===== src/rtl/astar_pkg.sv =====
// Shared A* maze constants, coordinate type and backtrace state encoding.
// Used by astar_backtrace and the solver FSM.
package astar_pkg;

   localparam int GRID_ROWS = 10;
   localparam int GRID_COLS = 10;
   localparam int MAX_STEPS = GRID_ROWS * GRID_COLS;
   localparam int MAP_W     = GRID_ROWS * GRID_COLS;

   localparam logic [3:0] START_ROW = 4'd9;
   localparam logic [3:0] START_COL = 4'd0;
   localparam logic [3:0] END_ROW   = 4'd0;
   localparam logic [3:0] END_COL   = 4'd9;

   localparam logic [3:0] ROW_LIM   = 4'(GRID_ROWS);
   localparam logic [3:0] COL_LIM   = 4'(GRID_COLS);
   localparam logic [6:0] STEP_LAST = 7'(MAX_STEPS - 1);

   typedef struct packed {
      logic [3:0] row;
      logic [3:0] col;
   } coord_t;

   localparam coord_t START_C = '{row: START_ROW, col: START_COL};
   localparam coord_t END_C   = '{row: END_ROW,   col: END_COL};

   typedef enum logic [2:0] {
      IDLE = 3'd0,
      EMIT = 3'd1,
      READ = 3'd2,
      WAIT = 3'd3,
      DONE = 3'd4,
      HOLD = 3'd5
   } bt_state_t;

   function automatic logic [6:0] cell_addr(input coord_t c);
      return ({3'b000, c.row} * 7'd10) + {3'b000, c.col};
   endfunction

endpackage


===== src/rtl/astar_backtrace.sv =====
// Walks the parent-pointer RAM from goal back to start, streaming each path cell over valid/ready.
// Optional visited-cell bitmap path_map is built only when BACKTRACE_MARK_EN is defined.
module astar_backtrace
   import astar_pkg::*;
(
   input  logic             clk,
   input  logic             rst_n,
   input  logic             backtrace_en,
   output logic             parent_rd_en,
   output logic [6:0]       parent_rd_addr,
   input  logic [7:0]       parent_rd_data,
   output logic             path_valid,
   input  logic             path_ready,
   output logic [3:0]       path_row,
   output logic [3:0]       path_col,
   output logic [6:0]       path_len,
   output logic             backtrace_done,
   output logic             bt_error,
   output logic [MAP_W-1:0] path_map
);

   bt_state_t   state_q;
   coord_t      cur_q;
   logic [6:0]  step_q;
   logic [6:0]  len_q;
   logic        valid_q;
   logic [3:0]  row_q;
   logic [3:0]  col_q;
   logic        rd_en_q;
   logic [6:0]  rd_addr_q;
   logic        done_q;
   logic        err_q;

   coord_t      parent_s;
   logic        parent_bad_s;
   logic        abort_s;
   logic        start_s;
   logic        hs_s;

   assign parent_s     = coord_t'(parent_rd_data);
   assign parent_bad_s = (parent_s.row >= ROW_LIM) || (parent_s.col >= COL_LIM) || (parent_s == cur_q);
   assign abort_s      = !backtrace_en && ((state_q == EMIT) || (state_q == READ) || (state_q == WAIT));
   assign start_s      = (state_q == IDLE) && backtrace_en;
   assign hs_s         = (state_q == EMIT) && backtrace_en && valid_q && path_ready;

   // Backtrace FSM; abort on a dropped enable takes priority over any in-flight step
   always_ff @(posedge clk or negedge rst_n) begin
      if (!rst_n) begin
         state_q   <= IDLE;
         cur_q     <= END_C;
         step_q    <= 7'd0;
         len_q     <= 7'd0;
         valid_q   <= 1'b0;
         row_q     <= 4'd0;
         col_q     <= 4'd0;
         rd_en_q   <= 1'b0;
         rd_addr_q <= 7'd0;
         done_q    <= 1'b0;
         err_q     <= 1'b0;
      end else begin
         done_q  <= 1'b0;
         rd_en_q <= 1'b0;
         if (abort_s) begin
            state_q   <= IDLE;
            valid_q   <= 1'b0;
            len_q     <= 7'd0;
            row_q     <= 4'd0;
            col_q     <= 4'd0;
            rd_addr_q <= 7'd0;
         end else begin
            case (state_q)
               IDLE: begin
                  if (backtrace_en) begin
                     state_q <= EMIT;
                     cur_q   <= END_C;
                     row_q   <= END_ROW;
                     col_q   <= END_COL;
                     valid_q <= 1'b1;
                     len_q   <= 7'd0;
                     step_q  <= 7'd0;
                     err_q   <= 1'b0;
                  end else begin
                     state_q <= IDLE;
                  end
               end
               EMIT: begin
                  if (hs_s) begin
                     len_q   <= len_q + 7'd1;
                     valid_q <= 1'b0;
                     if (cur_q == START_C) begin
                        state_q <= DONE;
                        done_q  <= 1'b1;
                     end else if (step_q == STEP_LAST) begin
                        state_q <= DONE;
                        done_q  <= 1'b1;
                        err_q   <= 1'b1;
                     end else begin
                        state_q   <= READ;
                        step_q    <= step_q + 7'd1;
                        rd_en_q   <= 1'b1;
                        rd_addr_q <= cell_addr(cur_q);
                     end
                  end else begin
                     state_q <= EMIT;
                  end
               end
               READ: begin
                  state_q <= WAIT;
               end
               WAIT: begin
                  cur_q <= parent_s;
                  if (parent_bad_s) begin
                     state_q <= DONE;
                     done_q  <= 1'b1;
                     err_q   <= 1'b1;
                  end else begin
                     state_q <= EMIT;
                     valid_q <= 1'b1;
                     row_q   <= parent_s.row;
                     col_q   <= parent_s.col;
                  end
               end
               DONE: begin
                  state_q <= HOLD;
               end
               HOLD: begin
                  if (!backtrace_en) begin
                     state_q <= IDLE;
                  end else begin
                     state_q <= HOLD;
                  end
               end
               default: begin
                  state_q <= IDLE;
                  valid_q <= 1'b0;
               end
            endcase
         end
      end
   end

   assign parent_rd_en   = rd_en_q;
   assign parent_rd_addr = rd_addr_q;
   assign path_valid     = valid_q;
   assign path_row       = row_q;
   assign path_col       = col_q;
   assign path_len       = len_q;
   assign backtrace_done = done_q;
   assign bt_error       = err_q;

`ifdef BACKTRACE_MARK_EN
   logic [MAP_W-1:0] map_q;

   // Visited-cell bitmap; cur_q is the cell on offer while in EMIT
   always_ff @(posedge clk or negedge rst_n) begin
      if (!rst_n) begin
         map_q <= '0;
      end else if (start_s) begin
         map_q <= '0;
      end else if (hs_s) begin
         map_q[cell_addr(cur_q)] <= 1'b1;
      end else begin
         map_q <= map_q;
      end
   end

   assign path_map = map_q;
`else
   logic unused_start_s;
   assign unused_start_s = start_s;
   assign path_map       = '0;
`endif

endmodule

===== config.mk =====
export PLATFORM = sky130hd
export DESIGN_NAME = astar_backtrace
export DESIGN_NICKNAME = d
export VERILOG_FILES = /design/src/rtl/astar_pkg.sv /design/src/rtl/astar_backtrace.sv
export SDC_FILE = /design/constraint.sdc
export NUM_CORES = 1
export LEC_CHECK = 0
export ABC_AREA = 1
export ABC_CLOCK_PERIOD_IN_PS = 2600
export BUFFER_PORTS_ARGS = -buffer_cell sky130_fd_sc_hd__buf_2
export CORE_AREA = 2 2 86 88
export DETAILED_ROUTE_END_ITERATION = 10
export DIE_AREA = 0 0 88 90
export HOLD_SLACK_MARGIN = 0.05
export PLACE_DENSITY = 0.77
export SYNTH_ARGS = -nofsm -noshare
export SYNTH_HDL_FRONTEND = slang
export SYNTH_SLANG_ARGS = --single-unit

===== constraint.sdc =====
create_clock -name clk -period 2.6 [get_ports clk]
set_input_delay 0.52 -clock clk [delete_from_list [all_inputs] [get_ports clk]]
set_output_delay 0.52 -clock clk [all_outputs]
set_load 0.02 [all_outputs]

# == Word-level counts from Yosys, hierarchy flattened ==
# Index checks and enable logic that the tools add are counted.
# op_classes
mux,53
n_mul,1
bitwise,1
n_addsub,3
n_lt_le_gt_ge,2
reduce_logical,25
eq_ne,20
# op_table
op,count
two-way mux 7 bit,11
one-hot mux 7 bit (2 select lines),2
two-way mux 4 bit,6
two-way mux 1 bit,20
two-way mux 3 bit,6
one-hot mux 3 bit (6 select lines),1
one-hot mux 4 bit (2 select lines),2
one-hot mux 8 bit (2 select lines),1
"adder 7 x 1 -> 7 bit, second input constant",2
"!= test 2 bit, second input constant",7
"!= test 3 bit, second input constant",3
AND reduction 3 bit,3
nonzero test 3 bit,3
== test 8 bit,1
"== test 8 bit, second input constant",1
"greater-or-equal comparator 4 bit, second input constant",2
two-way mux 8 bit,1
AND reduction 4 bit,2
nonzero test 2 bit,4
adder 7 x 4 -> 7 bit,1
"== test 7 bit, second input constant",1
AND reduction 7 bit,1
"== test 3 x 2 -> 1 bit, second input constant",2
"== test 3 bit, second input constant",2
other kinds (13),20
# word_totals
word_cells,117
regBits,44
out_inout_bits,126

# == Depth between registers and ports, before layout ==
# logic_depth
word_depth,7
depth_mapped,11
depth_no_buf,11

# == Least setup slack after synthesis ==
# No wires, ideal clock.
# synth_path
path_type,register to register
start,register cur_q[5] (netlist name)
end,"register rd_addr_q[6], in the netlist parent_rd_addr[6]"
period_less_slack_ns,1.822
required_time_ns,2.479
arrival_ns,1.701
setup_slack_ns,0.778
stages_incl_launch_ff,8
cell_sequence,dfrtp_1 ha_1 ha_1 inv_1 fa_1 nor2_1 xor2_1 o21ai_1
# synth_between
elab_chain_len,7
elab_cells_between_ends,10
cone_classes,add/sub (1); mul (1); eq/ne (2); mux (5); reduce/logical (1)
# synth_rtl
element,line,text
"start, declared",astar_backtrace.sv:23,coord_t cur_q;
"start signal, assigned",astar_backtrace.sv:111,cur_q <= parent_s;
multiplier 4 x 3 -> 6 bit,astar_pkg.sv:37,"return ({3'b000, c.row} * 7'd10) + {3'b000, c.col};"
adder 7 x 4 -> 7 bit,astar_pkg.sv:37,
two-way mux 7 bit,astar_backtrace.sv:93,end else if (step_q == STEP_LAST) begin
two-way mux 7 bit,astar_backtrace.sv:90,if (cur_q == START_C) begin
two-way mux 7 bit,astar_backtrace.sv:87,if (hs_s) begin
two-way mux 7 bit,astar_backtrace.sv:71,case (state_q)
two-way mux 7 bit,astar_backtrace.sv:63,if (abort_s) begin
"end signal, assigned",astar_backtrace.sv:101,rd_addr_q <= cell_addr(cur_q);
"end, declared",astar_backtrace.sv:30,logic [6:0] rd_addr_q;
# Several ways; a longest one is shown, not always the timed one. The select of a mux whose other input is x is not followed.
# A chain may end at the register's enable or synchronous reset.

# == Worst setup path in the final report ==
# Ends and elaborated chain as after synthesis.

==> impl_table.tex <==
\begin{tabular}{lr}
\hline
Metric & Value \\
\hline
\multicolumn{2}{l}{\textbf{Routing}} \\
\quad Routed vias/inst & 4.39 \\
\quad Total wire length after detailed routing & 6.16 mm \\
\quad Detailed router's first-iteration violation count & 102 \\
\quad Antenna-violating nets left & 0 \\
\quad Routed WL per cell & 10.9 µm \\
\quad Number of remaining DRC errors & 0 \\
\quad Vias & 2469 \\
\quad Number of detailed-route iterations in the first pass & 4 \\
\multicolumn{2}{l}{\textbf{Run status}} \\
\quad Outcome & finished clean \\
\multicolumn{2}{l}{\textbf{Place}} \\
\quad Dpl hpwl & 5.00 mm \\
\quad Number of port buffers & 37 \\
\quad Routability congestion estimate & 0.940 \\
\quad Setup slack at placement & 0.591 ns \\
\multicolumn{2}{l}{\textbf{Global route}} \\
\quad GR Util met1 & 0.203 \\
\quad Global-route wire length before repair & 10.4 mm \\
\quad Most Crowded Layer GR & met2 \\
\quad Largest net degree at the start of global routing & 25 \\
\quad Met2 Resource Use GR & 0.278 \\
\quad Met3 GRT Util & 0.0294 \\
\quad Total congestion overflow & 0 \\
\quad All-Layer GR Usage & 0.163 \\
\quad Number of antenna violations at the first check in global routing & 0 \\
\quad Vias in the first global route & 2306 \\
\multicolumn{2}{l}{\textbf{Cells and area}} \\
\quad Sequential cell area in the final layout & 1100 µm² \\
\quad Antenna cell count & 0 \\
\quad Growth of design area from synthesis to finish & -0.412\% \\
\quad Fillcell total & 705 \\
\quad Footprint of the multi-input gates & 1650 µm² \\
\quad Net total in the final layout & 486 \\
\quad Share of final-layout standard cells stronger than drive strength 1 & 0.170 \\
\multicolumn{2}{l}{\textbf{Floorplan}} \\
\quad Core box area & 7020 µm² \\
\quad Starting utilization of the core area & 0.476 \\
\quad Top Ports & 138 \\
\quad Die X-Extent & 88 µm \\
\quad Die Y-Extent & 90 µm \\
\quad Total die area & 7920 µm² \\
\quad Number of rows in the core area & 31 \\
\multicolumn{2}{l}{\textbf{STA}} \\
\quad Final clock skew & 0.00782 ns \\
\quad Part of the cycle the worst path needs & 0.769 \\
\quad Max-Slew Margin vs Limit & 0.662 \\
\quad Minimum hold slack & 0.176 ns \\
\quad Setup violations, final & 0 \\
\quad Max Transition Viols Final & 0 \\
\quad Actual slew at the worst max-slew pin & 0.508 ns \\
\quad Final count of hold timing violations & 0 \\
\quad Slack of the critical path & 0.599 ns \\
\quad Highest clock frequency the design can meet & 500 MHz \\
\quad Minimum clock period after layout & 2.00 ns \\
\quad RSZ-0062 raised after global routing & false \\
\quad Final total negative setup slack & 0 ns \\
\multicolumn{2}{l}{\textbf{Synth}} \\
\quad Number of storage elements in the synthesis netlist & 44 \\
\quad Synthesized-area fraction occupied by ao, oa, aoi and oai cells & 0.0913 \\
\quad Simple-gate share of the synthesized area & 0.219 \\
\quad Post-synth EDFFs & 0 \\
\quad Post-synthesis xor/xnor area fraction & 0.0288 \\
\quad Average size of a mapped cell & 7.88 µm² \\
\quad Top flip-flop cell by instance count after synthesis & sky130\_fd\_sc\_hd\_\_dfrtp\_1 \\
\quad Adder-cell share of the synthesized area & 0.0419 \\
\quad Ys async rst share & 1.00 \\
\quad Share of cell area taken by muxes after synthesis & 0 \\
\quad Post-synth design cell area & 3340 µm² \\
\quad Unique cell type count in the Yosys netlist & 37 \\
\quad Post-synthesis instance total & 424 \\
\quad Dominant combinational cell family by area after synthesis & buffers and inverters \\
\quad Yosys warnings & 0 \\
\quad Part of the Yosys area used for sequential elements & 0.330 \\
\multicolumn{2}{l}{\textbf{Setup path}} \\
\quad Register-to-Register Setup Slack & 0.60 ns \\
\quad WP data required & 2.80 ns \\
\quad Maximum net fanout on the critical path & 5 \\
\quad Critical path class & reg2reg \\
\quad Worst Path Arrival & 2.20 ns \\
\quad Startpoint type of the worst setup path & flop \\
\quad Worst r2r path cells & 7 \\
\quad Reg-to-Reg End & parent\_rd\_addr[6] \\
\quad Capturing element type of the critical path & flop \\
\quad Worst flop-to-flop path startpoint & cur\_q[5] \\
\multicolumn{2}{l}{\textbf{Pwr}} \\
\quad Max IR drop VDD & 0.277 mV \\
\quad Leakage & 0.00186 µW \\
\quad Pwr per Cell Area & 797 nW/µm² \\
\multicolumn{2}{l}{\textbf{Min path}} \\
\quad Path class of the lowest-slack min-delay path & in2async \\
\multicolumn{2}{l}{\textbf{Clock network}} \\
\quad Number of sinks handled by clock tree synthesis & 44 \\
\quad Post-cts resize count & 0 \\
\quad Setup Fix Bufs, Post-CTS & 0 \\
\quad Hold buffer count at CTS & 0 \\
\quad Number of H-tree levels & 2 \\
\quad Later-pin clock latency in the skew report & 0.30 ns \\
\quad Clock tree buffer depth & 2 \\
\quad TritonCTS Buffers & 5 \\
\quad Cell chosen for the clock root & sky130\_fd\_sc\_hd\_\_clkbuf\_8 \\
\quad CTS tree & built \\
\quad Reg clk slew, reported paths & 0.09 ns \\
\multicolumn{2}{l}{\textbf{Job}} \\
\quad Total of max-cap violations & 0 \\
\hline
\end{tabular}
## per-layer routing
| layer | vias to the layer above | routed length, µm |
|---|---|---|
| met3 | 11 | 309 |
| met4 | 0 | 105 |
| met2 | 81 | 3200 |
| met5 | - | 0 |
| met1 | 1167 | 2540 |
| li1 | 1210 | - |
## how the worst max path moves through the flow
stage / slack (ns) / end / start
floorplan: 0.78 / parent_rd_addr[6] / cur_q[5]
global placement: 0.70 / parent_rd_addr[6] / cur_q[5]
detailed placement: 0.59 / parent_rd_addr[6] / cur_q[5]
CTS: 0.58 / parent_rd_addr[6] / cur_q[5]
global route: 0.53 / parent_rd_addr[6] / cur_q[5]
finish: 0.60 / parent_rd_addr[6] / cur_q[5]
## state kept, by name, indices dropped and copies added, names as in the netlist
register,flops
cur_q,8
parent_rd_addr,7
path_len,7
step_q,7
path_col,4
path_row,4
state_q,3
backtrace_done,1
bt_error,1
parent_rd_en,1
path_valid,1
## worst max-delay path: stages, from the launching register on
cell and delay (ns):
sky130_fd_sc_hd__dfrtp_1 0.45, sky130_fd_sc_hd__ha_1 0.33, sky130_fd_sc_hd__ha_1 0.20, sky130_fd_sc_hd__inv_1 0.07
sky130_fd_sc_hd__fa_1 0.45, sky130_fd_sc_hd__nor2_1 0.15, sky130_fd_sc_hd__xor2_1 0.16, sky130_fd_sc_hd__o21ai_1 0.07
## per-stage QoR
step | cell area, µm² | power [µW] | cells | util
floorplan | 3710 | 2100 | 523 | -
detailed placement | 3250 | 2240 | 556 | 0.463
global placement | 3250 | 2210 | 556 | 0.463
global route | 3330 | 2870 | 563 | 0.474
finish | 3330 | 2650 | 563 | 0.474
CTS | 3330 | 2670 | 563 | 0.474
## synthesized netlist by cell type (2+ instances only)
library cell / instances / area share
sky130_fd_sc_hd__buf_6: 2 / 0.0067
sky130_fd_sc_hd__nand3_1: 19 / 0.028
sky130_fd_sc_hd__inv_2: 6 / 0.0067
sky130_fd_sc_hd__buf_4: 100 / 0.22
sky130_fd_sc_hd__o21ai_0: 16 / 0.024
sky130_fd_sc_hd__xnor2_1: 4 / 0.010
sky130_fd_sc_hd__dfrtp_1: 42 / 0.31
sky130_fd_sc_hd__nand4_1: 8 / 0.015
sky130_fd_sc_hd__ha_1: 8 / 0.030
sky130_fd_sc_hd__inv_1: 39 / 0.044
sky130_fd_sc_hd__a22o_1: 3 / 0.0079
sky130_fd_sc_hd__xor2_1: 7 / 0.018
sky130_fd_sc_hd__nor2_2: 5 / 0.0094
sky130_fd_sc_hd__a21oi_1: 11 / 0.016
sky130_fd_sc_hd__buf_2: 2 / 0.0030
sky130_fd_sc_hd__dfstp_2: 2 / 0.016
sky130_fd_sc_hd__nand2_2: 8 / 0.015
sky130_fd_sc_hd__fa_1: 2 / 0.012
sky130_fd_sc_hd__nand2_1: 87 / 0.098
sky130_fd_sc_hd__o31ai_2: 3 / 0.011
sky130_fd_sc_hd__nor2_1: 26 / 0.029
sky130_fd_sc_hd__nor2_4: 4 / 0.013
sky130_fd_sc_hd__o21ai_1: 4 / 0.0060
sky130_fd_sc_hd__o21a_1: 3 / 0.0067
## kinds of logic (layout without fill, tap and decap cells)
group,count (synthesis),in the layout
buffers and inverters,150,91
XOR/XNOR,11,11
other,1,100
AND/OR/NAND/NOR,160,160
adder cells (fa/ha/maj),10,10
AO/OA/AOI/OAI,48,48
flip-flops,44,44
## final cells by class
cell class	count	area share
clock inverter	2	0.00376
clock buffer	5	0.0207
inverter	46	0.0534
tap	99	0.0372
multi-input combinational	329	0.496
sequential	44	0.331
timing repair buffer	38	0.0579
## placed cells by master, fill, tap and decap left out, types with 2 or more instances in the layout
cell                         n
sky130_fd_sc_hd__xnor2_1     4
sky130_fd_sc_hd__xor2_1      7
sky130_fd_sc_hd__dfstp_2     2
sky130_fd_sc_hd__nor2_4      4
sky130_fd_sc_hd__nand4_1     8
sky130_fd_sc_hd__nand2_1    87
sky130_fd_sc_hd__buf_2      37
sky130_fd_sc_hd__ha_1        8
sky130_fd_sc_hd__o21ai_0    16
sky130_fd_sc_hd__conb_1    100
sky130_fd_sc_hd__o31ai_2     3
sky130_fd_sc_hd__o21a_1      3
sky130_fd_sc_hd__nand2_2     8
sky130_fd_sc_hd__fa_1        2
sky130_fd_sc_hd__inv_2       6
sky130_fd_sc_hd__clkbuf_8    5
sky130_fd_sc_hd__nand3_1    19
sky130_fd_sc_hd__nor2_1     26
sky130_fd_sc_hd__inv_1      39
sky130_fd_sc_hd__nor2_2      5
sky130_fd_sc_hd__a22o_1      3
sky130_fd_sc_hd__dfrtp_1    42
sky130_fd_sc_hd__o21ai_1     4
sky130_fd_sc_hd__a21oi_1    11
## where the power goes
| part | switching (µW) | internal [µW] | total [µW] |
|---|---|---|---|
| Clock | 240 | 182 | 423 |
| Sequential | 123 | 825 | 948 |
| Combinational | 913 | 371 | 1280 |
| Total | 1280 | 1380 | 2650 |
No activity file was read; power rests on OpenSTA's default activity.
